**src/rtl/dcc_packet_scheduler.sv**
```systemverilog
// DCC command scheduler: host-loaded command table with an urgent repeat queue,
// round-robin refresh of valid slots and idle-packet fallback.
module dcc_packet_scheduler #(
    parameter int unsigned DEPTH         = 16,
    parameter int unsigned URGENT_REPEAT = 3,
    parameter int unsigned UQ_DEPTH      = 4,
    parameter logic [15:0] IDLE_WORD     = 16'hFF00,
    localparam int unsigned AW           = $clog2(DEPTH),
    localparam int unsigned UQW          = $clog2(UQ_DEPTH)
) (
    input  logic          clk,
    input  logic          reset_n,
    input  logic          wr_valid,
    output logic          wr_ready,
    input  logic [AW-1:0] wr_slot,
    input  logic          wr_en,
    input  logic [15:0]   wr_word,
    input  logic [9:0]    cmd_index,
    output logic [31:0]   cmd_word,
    output logic [AW-1:0] cur_slot,
    output logic          cur_idle,
    output logic          cur_urgent,
    output logic [UQW:0]  uq_count
);

    localparam logic [3:0]   RPT_LAST = 4'(URGENT_REPEAT - 1);
    localparam logic [UQW:0] UQ_FULL  = (UQW+1)'(UQ_DEPTH);

    logic [DEPTH-1:0] valid_q;
    logic [15:0]      word_q   [DEPTH];
    logic [AW-1:0]    uq_mem_q [UQ_DEPTH];

    logic [UQW-1:0] rd_ptr_q, rd_ptr_d, wr_ptr_q, wr_ptr_d;
    logic [UQW:0]   cnt_q, cnt_d;
    logic [3:0]     rpt_q, rpt_d;
    logic [AW-1:0]  rr_q, rr_d;
    logic [9:0]     idx_q;
    logic [15:0]    word_out_q, word_out_d;
    logic [AW-1:0]  slot_q, slot_d;
    logic           idle_q, idle_d, urgent_q, urgent_d;

    logic          adv, accept, push, pop, uq_empty, head_ok, urgent_sel;
    logic [AW-1:0] head;
    logic          rf_found;
    logic [AW-1:0] rf_slot, cand;

    assign adv      = (cmd_index != idx_q);
    assign wr_ready = (cnt_q != UQ_FULL);
    assign accept   = wr_valid && wr_ready;
    assign push     = accept && wr_en;
    assign uq_empty = (cnt_q == '0);
    assign head     = uq_mem_q[rd_ptr_q];
    assign head_ok  = valid_q[head];

    // Selection uses pre-write table state; an invalid head is popped and the
    // packet falls through to refresh in the same advance.
    assign urgent_sel = adv && !uq_empty && head_ok;
    assign pop        = adv && !uq_empty && (!head_ok || rpt_q == RPT_LAST);

    always_comb begin
        rf_found = 1'b0;
        rf_slot  = '0;
        cand     = '0;
        for (int unsigned i = 1; i <= DEPTH; i++) begin
            cand = rr_q + AW'(i);
            if (!rf_found && valid_q[cand]) begin
                rf_found = 1'b1;
                rf_slot  = cand;
            end
        end
    end

    always_comb begin
        rd_ptr_d   = rd_ptr_q;
        wr_ptr_d   = wr_ptr_q;
        cnt_d      = cnt_q;
        rpt_d      = rpt_q;
        rr_d       = rr_q;
        word_out_d = word_out_q;
        slot_d     = slot_q;
        idle_d     = idle_q;
        urgent_d   = urgent_q;

        if (push) wr_ptr_d = wr_ptr_q + UQW'(1);
        if (pop)  rd_ptr_d = rd_ptr_q + UQW'(1);
        if (push && !pop)      cnt_d = cnt_q + (UQW+1)'(1);
        else if (pop && !push) cnt_d = cnt_q - (UQW+1)'(1);

        if (pop)             rpt_d = '0;
        else if (urgent_sel) rpt_d = rpt_q + 4'd1;

        if (adv) begin
            if (urgent_sel) begin
                word_out_d = word_q[head];
                slot_d     = head;
                idle_d     = 1'b0;
                urgent_d   = 1'b1;
            end else if (rf_found) begin
                word_out_d = word_q[rf_slot];
                slot_d     = rf_slot;
                rr_d       = rf_slot;
                idle_d     = 1'b0;
                urgent_d   = 1'b0;
            end else begin
                word_out_d = IDLE_WORD;
                slot_d     = '0;
                idle_d     = 1'b1;
                urgent_d   = 1'b0;
            end
        end
    end

    always_ff @(posedge clk) begin
        if (!reset_n) begin
            valid_q    <= '0;
            rd_ptr_q   <= '0;
            wr_ptr_q   <= '0;
            cnt_q      <= '0;
            rpt_q      <= '0;
            rr_q       <= '1;
            idx_q      <= '0;
            word_out_q <= IDLE_WORD;
            slot_q     <= '0;
            idle_q     <= 1'b1;
            urgent_q   <= 1'b0;
        end else begin
            if (accept) begin
                valid_q[wr_slot] <= wr_en;
                if (wr_en) word_q[wr_slot] <= wr_word;
            end
            if (push) uq_mem_q[wr_ptr_q] <= wr_slot;
            rd_ptr_q   <= rd_ptr_d;
            wr_ptr_q   <= wr_ptr_d;
            cnt_q      <= cnt_d;
            rpt_q      <= rpt_d;
            rr_q       <= rr_d;
            idx_q      <= cmd_index;
            word_out_q <= word_out_d;
            slot_q     <= slot_d;
            idle_q     <= idle_d;
            urgent_q   <= urgent_d;
        end
    end

    assign cmd_word   = {16'h0000, word_out_q};
    assign cur_slot   = slot_q;
    assign cur_idle   = idle_q;
    assign cur_urgent = urgent_q;
    assign uq_count   = cnt_q;

endmodule

```
**config.mk**
```make
export PLATFORM = sky130hd
export DESIGN_NAME = dcc_packet_scheduler
export DESIGN_NICKNAME = d
export VERILOG_FILES = /design/src/rtl/dcc_packet_scheduler.sv
export SDC_FILE = /design/constraint.sdc
export NUM_CORES = 1
export LEC_CHECK = 0
export ABC_AREA = 1
export BUFFER_PORTS_ARGS = -buffer_cell sky130_fd_sc_hd__buf_2
export CAP_MARGIN = 20
export CORE_MARGIN = 3
export CORE_UTILIZATION = 55
export DETAILED_ROUTE_END_ITERATION = 12
export MAX_ROUTING_LAYER = met4
export PLACE_DENSITY = 0.78
export SYNTH_ARGS = -nofsm -noshare
export SYNTH_HDL_FRONTEND = slang
export SYNTH_SLANG_ARGS = --single-unit
```
**constraint.sdc**
```tcl
create_clock -name clk -period 3.9 [get_ports clk]
set_clock_uncertainty 0.15 [all_clocks]
set_input_delay 0.39 -clock clk [delete_from_list [all_inputs] [get_ports clk]]
set_output_delay 0.39 -clock clk [all_outputs]
set_load 0.1 [all_outputs]
```
# --- Word-level counts from Yosys, hierarchy flattened ---
# Memories as Yosys holds them, arrays and structs flattened. A register that Yosys moved wholly into a read port is not among the register bits.
# Cells that the tools add are included.
# W data, S select, Z words.
classes:
  addsub: 20
  magnitude_cmp: 19
  eq_ne: 3
  mux: 87
  n_bitwise: 2
  reduce_logical: 47
op_table:
  columns: ["op", "n"]
  rows:
  - ["$lt A4 B5 Y1 const B", 18]
  - ["$mux W4", 18]
  - ["$bmux W1 S4", 17]
  - ["$mux W1", 44]
  - ["$add A4 B4 Y4 const B", 8]
  - ["$mux W16", 2]
  - ["$logic_and A1 B1 Y1", 23]
  - ["$logic_not A1 Y1", 19]
  - ["$add A4 B3 Y4 const B", 4]
  - ["$bwmux W16", 1]
  - ["$ne A10 B10 Y1", 1]
  - ["$add A4 B1 Y4 const B", 2]
  - ["$add A4 B2 Y4 const B", 2]
  - ["$mux W3", 2]
  - ["$add A2 B1 Y2 const B", 2]
  - ["$demux W1 S4", 1]
  - ["$eq A4 B2 Y1 const B", 1]
  - ["$ge A4 B1 Y1 const B", 1]
  - ["$mux W2", 2]
  - ["$add A3 B1 Y3 const B", 1]
  - ["$logic_not A3 Y1", 1]
  - ["$ne A3 B3 Y1 const B", 1]
  - ["$reduce_and A3 Y1", 1]
  - ["$sub A3 B1 Y3 const B", 1]
  - ["4 further kinds", 5]
word_totals:
  register_bits: 63
  ram_bits: 272
  input_bits: 34
  output_inout_bits: 42
  wordCells: 191
  mem_count: 2
mem_list:
  columns: ["memory", "depth", "word_bits", "read_ports", "rd_clocked_by_memory_dff", "wr", "line_no", "source"]
  rows:
  - ["word_q", 16, 16, 2, 0, 1, "30", "logic [15:0] word_q [DEPTH];"]
  - ["uq_mem_q", 4, 4, 1, 1, 1, "31", "logic [AW-1:0] uq_mem_q [UQ_DEPTH];"]

# --- Logic depth before layout (Yosys ltp) ---
# An unclocked memory read counts as a cell.
depth:
  word_depth: 52
  ltp_mapped: 33
  depth_no_buf: 30

# --- Least setup slack after synthesis ---
# OpenSTA, ideal clock, no wires.
synth_path:
  path_kind: "reg2reg"
  start: "register cnt_q[0] (netlist: uq_count[0])"
  end: "memory word_q[0][0], enable pin"
  setup_time_ps: 390
  arrival_time_ps: 3409
  t_required_ps: 3360
  setup_slack_ps: -49
  stages_incl_launch_ff: 7
  path_buffers: 0
  period_less_slack_ps: 3949
  path_cell_list: "dfxtp_1 inv_1 nand3_1 nand2_1 nor3_1 nand2_1 nor2_1"
synth_between:
  elab_chain_cells: 5
synth_lines:
  columns: ["item", "line_no", "source"]
  rows:
  - ["from (decl)", "34", "logic [UQW:0] cnt_q, cnt_d;"]
  - ["from (signal assigned)", "134", "cnt_q <= cnt_d;"]
  - ["$ne A3 B3 Y1", "48", "assign wr_ready = (cnt_q != UQ_FULL);"]
  - ["named net wr_ready", "14", "output logic wr_ready,"]
  - ["$logic_and A1 B1 Y1", "49", "assign accept = wr_valid && wr_ready;"]
  - ["$mux W1", "127", "if (accept) begin"]
  - ["$mux W1", "114", "if (!reset_n) begin"]
  - ["$mux W1 (implied by the code)", "129", "if (wr_en) word_q[wr_slot] <= wr_word;"]
  - ["to (decl)", "30", null]
# The timed path passes the listed nets, and every way through them passes these cells.

# --- Final worst setup path ---
layout_path:
  start: "register rr_q[0]"
  end: "register word_out_q[10]"
layout_between:
  elab_chain_cells: 52
  word_cells_on_any_way: 112
  cone_classes: "add/sub: 15; mux: 66; reduce/logical: 30; memory: 1"
layout_lines:
  columns: ["item", "line_no", "source"]
  rows:
  - ["from (decl)", "36", "logic [AW-1:0] rr_q, rr_d;"]
  - ["from (signal assigned)", "136", "rr_q <= rr_d;"]
  - ["$add A4 B1 Y4", "65", "cand = rr_q + AW'(i);"]
  - ["$bmux W1 S4", "66", "if (!rf_found && valid_q[cand]) begin"]
  - ["$mux W1 (implied by the code)", "66", null]
  - ["$mux W1", "66", null]
  - ["$logic_not A1 Y1", "66", null]
  - ["$logic_and A1 B1 Y1", "66", null]
  - ["$mux W1", "66", null]
  - ["$logic_not A1 Y1", "66", null]
  - ["[... 36 more ...]", null, null]
  - ["$logic_and A1 B1 Y1", "66", null]
  - ["$mux W1", "66", null]
  - ["$logic_not A1 Y1", "66", null]
  - ["$logic_and A1 B1 Y1", "66", null]
  - ["$mux W4", "66", null]
  - ["$mem_v2 Z16 W16", null, null]
  - ["$mux W16 (*)", "98", "end else if (rf_found) begin"]
  - ["$mux W16 (*)", "93", "if (urgent_sel) begin"]
  - ["to (signal assigned)", "138", "word_out_q <= word_out_d;"]
  - ["to (decl)", "38", "logic [15:0] word_out_q, word_out_d;"]
# Mark *: on every way between the ends. The rest lies on a longest branch, timed or not. The select of a mux whose other input is x is not followed.
# A chain may end at the register's enable or synchronous reset.

==> impl_metrics.tcl <==
set metrics [dict create \
    outcome "finished, violations left" \
    violations "negative setup slack" \
    route.detailed.drc 0 \
    setup_viol 1 \
    synth-seq-area-share_pct 51.9 \
    final_core_util_pct 68.5 \
    synthXorXnorAreaFrac_pct 0.857 \
    start_util_pct 56.0 \
    cpMaxStageDelayCell "dfxtp_4" \
    hp-class "in2reg" \
    post_dp_cell_area_um2 19500 \
    n_antenna_cell 0 \
    dpl.hpwl_um 32700 \
    core_um2 32600 \
    synth_area_um2 18300 \
    max_freq_mhz 255 \
    fillers 2418 \
    async_flop_share_pct 0 \
    synth-compound-area-share_pct 10.8 \
    cp_slowest_stage_delay_ps 380 \
    numClockSinks 337 \
    cts_tree "done" \
    rows 66 \
    synth_top_family_by_area "simple AND/OR/NAND/NOR gates" \
    critPathTopFamily "simple AND/OR/NAND/NOR gates" \
    cts_made_buffers 36 \
    portBuffers 59 \
    synthAdderAreaFrac_pct 1.14 \
    met2RoutedLength_um 27900 \
    grt_antenna_before_repair 0 \
    drive_above_1_share_pct 20.4 \
    synthSimpleGateAreaFrac_pct 27.4 \
    die_width_um 188 \
    cts-htree-levels 2 \
    layout_min_cycle_time_ps 3930 \
    vias_per_cell 6.27 \
    crit_fanout 8 \
    ys.flop_type "edfxtp_1" \
    dr_wl_met3_um 7710 \
    maxSlewHeadroom_pct 27.5 \
    crit_buf_inv 5 \
    clock_path_buffers 3 \
    gp_congestion 0.981 \
    grt_pass1_vias 16300 \
    grt_usage_pct 32.8 \
    wl_met1_um 21600 \
    grt_max_degree 129 \
    yosysWarnings 0 \
    required_ps 4160 \
    wire_per_inst_um 22.2 \
    ys_seq_elements 337 \
    rsz0062_at_grt "yes" \
    layout_commonest_cell "nand2_1" \
    hold_viol_final 0 \
    yosysUniqueCellTypes 49 \
    grt_overflow 0 \
    drv_cap 0 \
    path_clk_slew_ps 60 \
    syn-instance-count 2137 \
    finalMaxSlewViolations 0 \
    ios 76 \
    wl_um 60600 \
    synth.avg_cell_area_um2 8.54 \
    clk_latency_ps 520 \
    crit_arrival_ps 4190 \
    highest_layer "met4" \
    firstDrtPassIters 6 \
    dieArea_um2 35400 \
    final_nets 2314 \
    area_delta_synth_final_pct 22.3 \
    synth.area.mux_share_pct 0 \
    detail-route-antenna-nets 0 \
    synth_edf_count 272 \
    die_h_um 188 \
    tightest_slew_ps 1090 \
    min_period_over_period_pct 101 \
    path_class "reg2reg" \
    cp-start-kind "register" \
    cp_common_cell "nand3_1" \
    root_buffer "clkbuf_16" \
    dr_total_vias 17100 \
    final_cell_mix "412 x nand2_1, 300 x nand3_1, 272 x edfxtp_1" \
    cp-end-kind "register" \
    grt_pass1_wl_um 88300 \
    drtIter0Drc 2714 \
    finish.instance_area_um2 22300 \
    fin_ws_ps -27.2 \
]
## area by class of cell
class / instances / area, µm² / area share, %
repair buffers: 216 / 2050 / 9.20
clock inverters: 22 / 320 / 1.43
clock buffers: 41 / 972 / 4.35
well taps: 442 / 553 / 2.48
inverters: 192 / 738 / 3.31
multi-input cells: 1481 / 8210 / 36.8
flip-flops and latches: 337 / 9480 / 42.4
## flip-flops by register name, summed over array words and instances, names as in the netlist, named ones only
signal / count
idx_q: 10
rpt_q: 4
word_out_q: 16
rd_ptr_q: 2
uq_mem_q: 16
word_q: 256
valid_q: 16
cur_urgent: 1
rr_q: 4
cur_slot: 4
cur_idle: 1
uq_count: 3
wr_ptr_q: 2
## synthesized netlist by cell type, drive strengths merged (11+ instances only)
cell type / n / share of area [%]
a31o: 16 / 0.77
dfxtp: 65 / 7.1
a31oi: 11 / 0.38
edfxtp: 272 / 45
nor2: 193 / 4.3
nand2: 434 / 9.1
o311ai: 16 / 0.77
nand3b: 51 / 2.1
o21ai: 170 / 4.7
buf: 79 / 2.7
nand4: 20 / 0.87
a22oi: 12 / 0.49
ha: 15 / 1.0
a21oi: 68 / 1.9
clkbuf: 63 / 1.3
o22ai: 11 / 0.38
inv: 190 / 3.9
o211ai: 22 / 0.90
nand3: 389 / 11
## per-layer routing
| layer | GRT usage (%) | up-vias |
|---|---|---|
| met5 | - | - |
| met3 | 5.54 | 292 |
| met4 | 17.3 | 0 |
| met1 | 40.9 | 7954 |
| met2 | 51.8 | 1256 |
| li1 | - | 7616 |
## kinds of logic (layout without fill, tap and decap cells)
logic type,count (synthesis),in the layout
AO/OA/AOI/OAI,337,337
XOR/XNOR,14,14
adder cells (fa/ha/maj),16,16
buffers and inverters,334,471
flip-flops,337,337
other,1,16
AND/OR/NAND/NOR,1098,1098
## metrics by stage
step                      TNS, ps  hold slack, ps  std cells  setup slack [ps]
after CTS                       0            11.2       2706             0.389
final                       -27.2            23.8       2731             -27.2
after global placement       -409             304       2621             -91.1
after detailed placement    -2270             306       2621              -197
after floorplan                 0             286       2152              21.2
after global routing        -2770            35.0       2731              -202
## repair_timing
| item | 4_1_cts | 5_1_grt |
|---|---|---|
| hold buffers | 10 | 0 |
| endpoints found under the setup margin | 18 | 24 |
| gates resized for setup | 19 | 167 |
| buffers inserted | 8 | 16 |
| gates cloned | 4 | 9 |
| endpoints found under the hold margin | 10 | 0 |
| pin swaps | 6 | 62 |
## final timing paths
check	start	endpoint	slack [ps]	depth (start not counted)
max reg2reg	rr_q[0]	word_out_q[10]	-30	25
max	rr_q[0]	word_out_q[10]	-30	25
min reg2reg	cur_urgent	cur_urgent	320	2
min	wr_slot[1]	uq_mem_q[1][1]	20	1
## worst reg2reg max path: cells and delay by family, from the launching register on
family / cells / cell delay, ps
adders and majority gates: 1 / 310
and+or+nand+nor: 19 / 2300
DFF: 1 / 380
buffers and inverters: 5 / 670
Power is not shown: default switching activity piles up to over one toggle a cycle in this logic, so the estimate is an artifact.
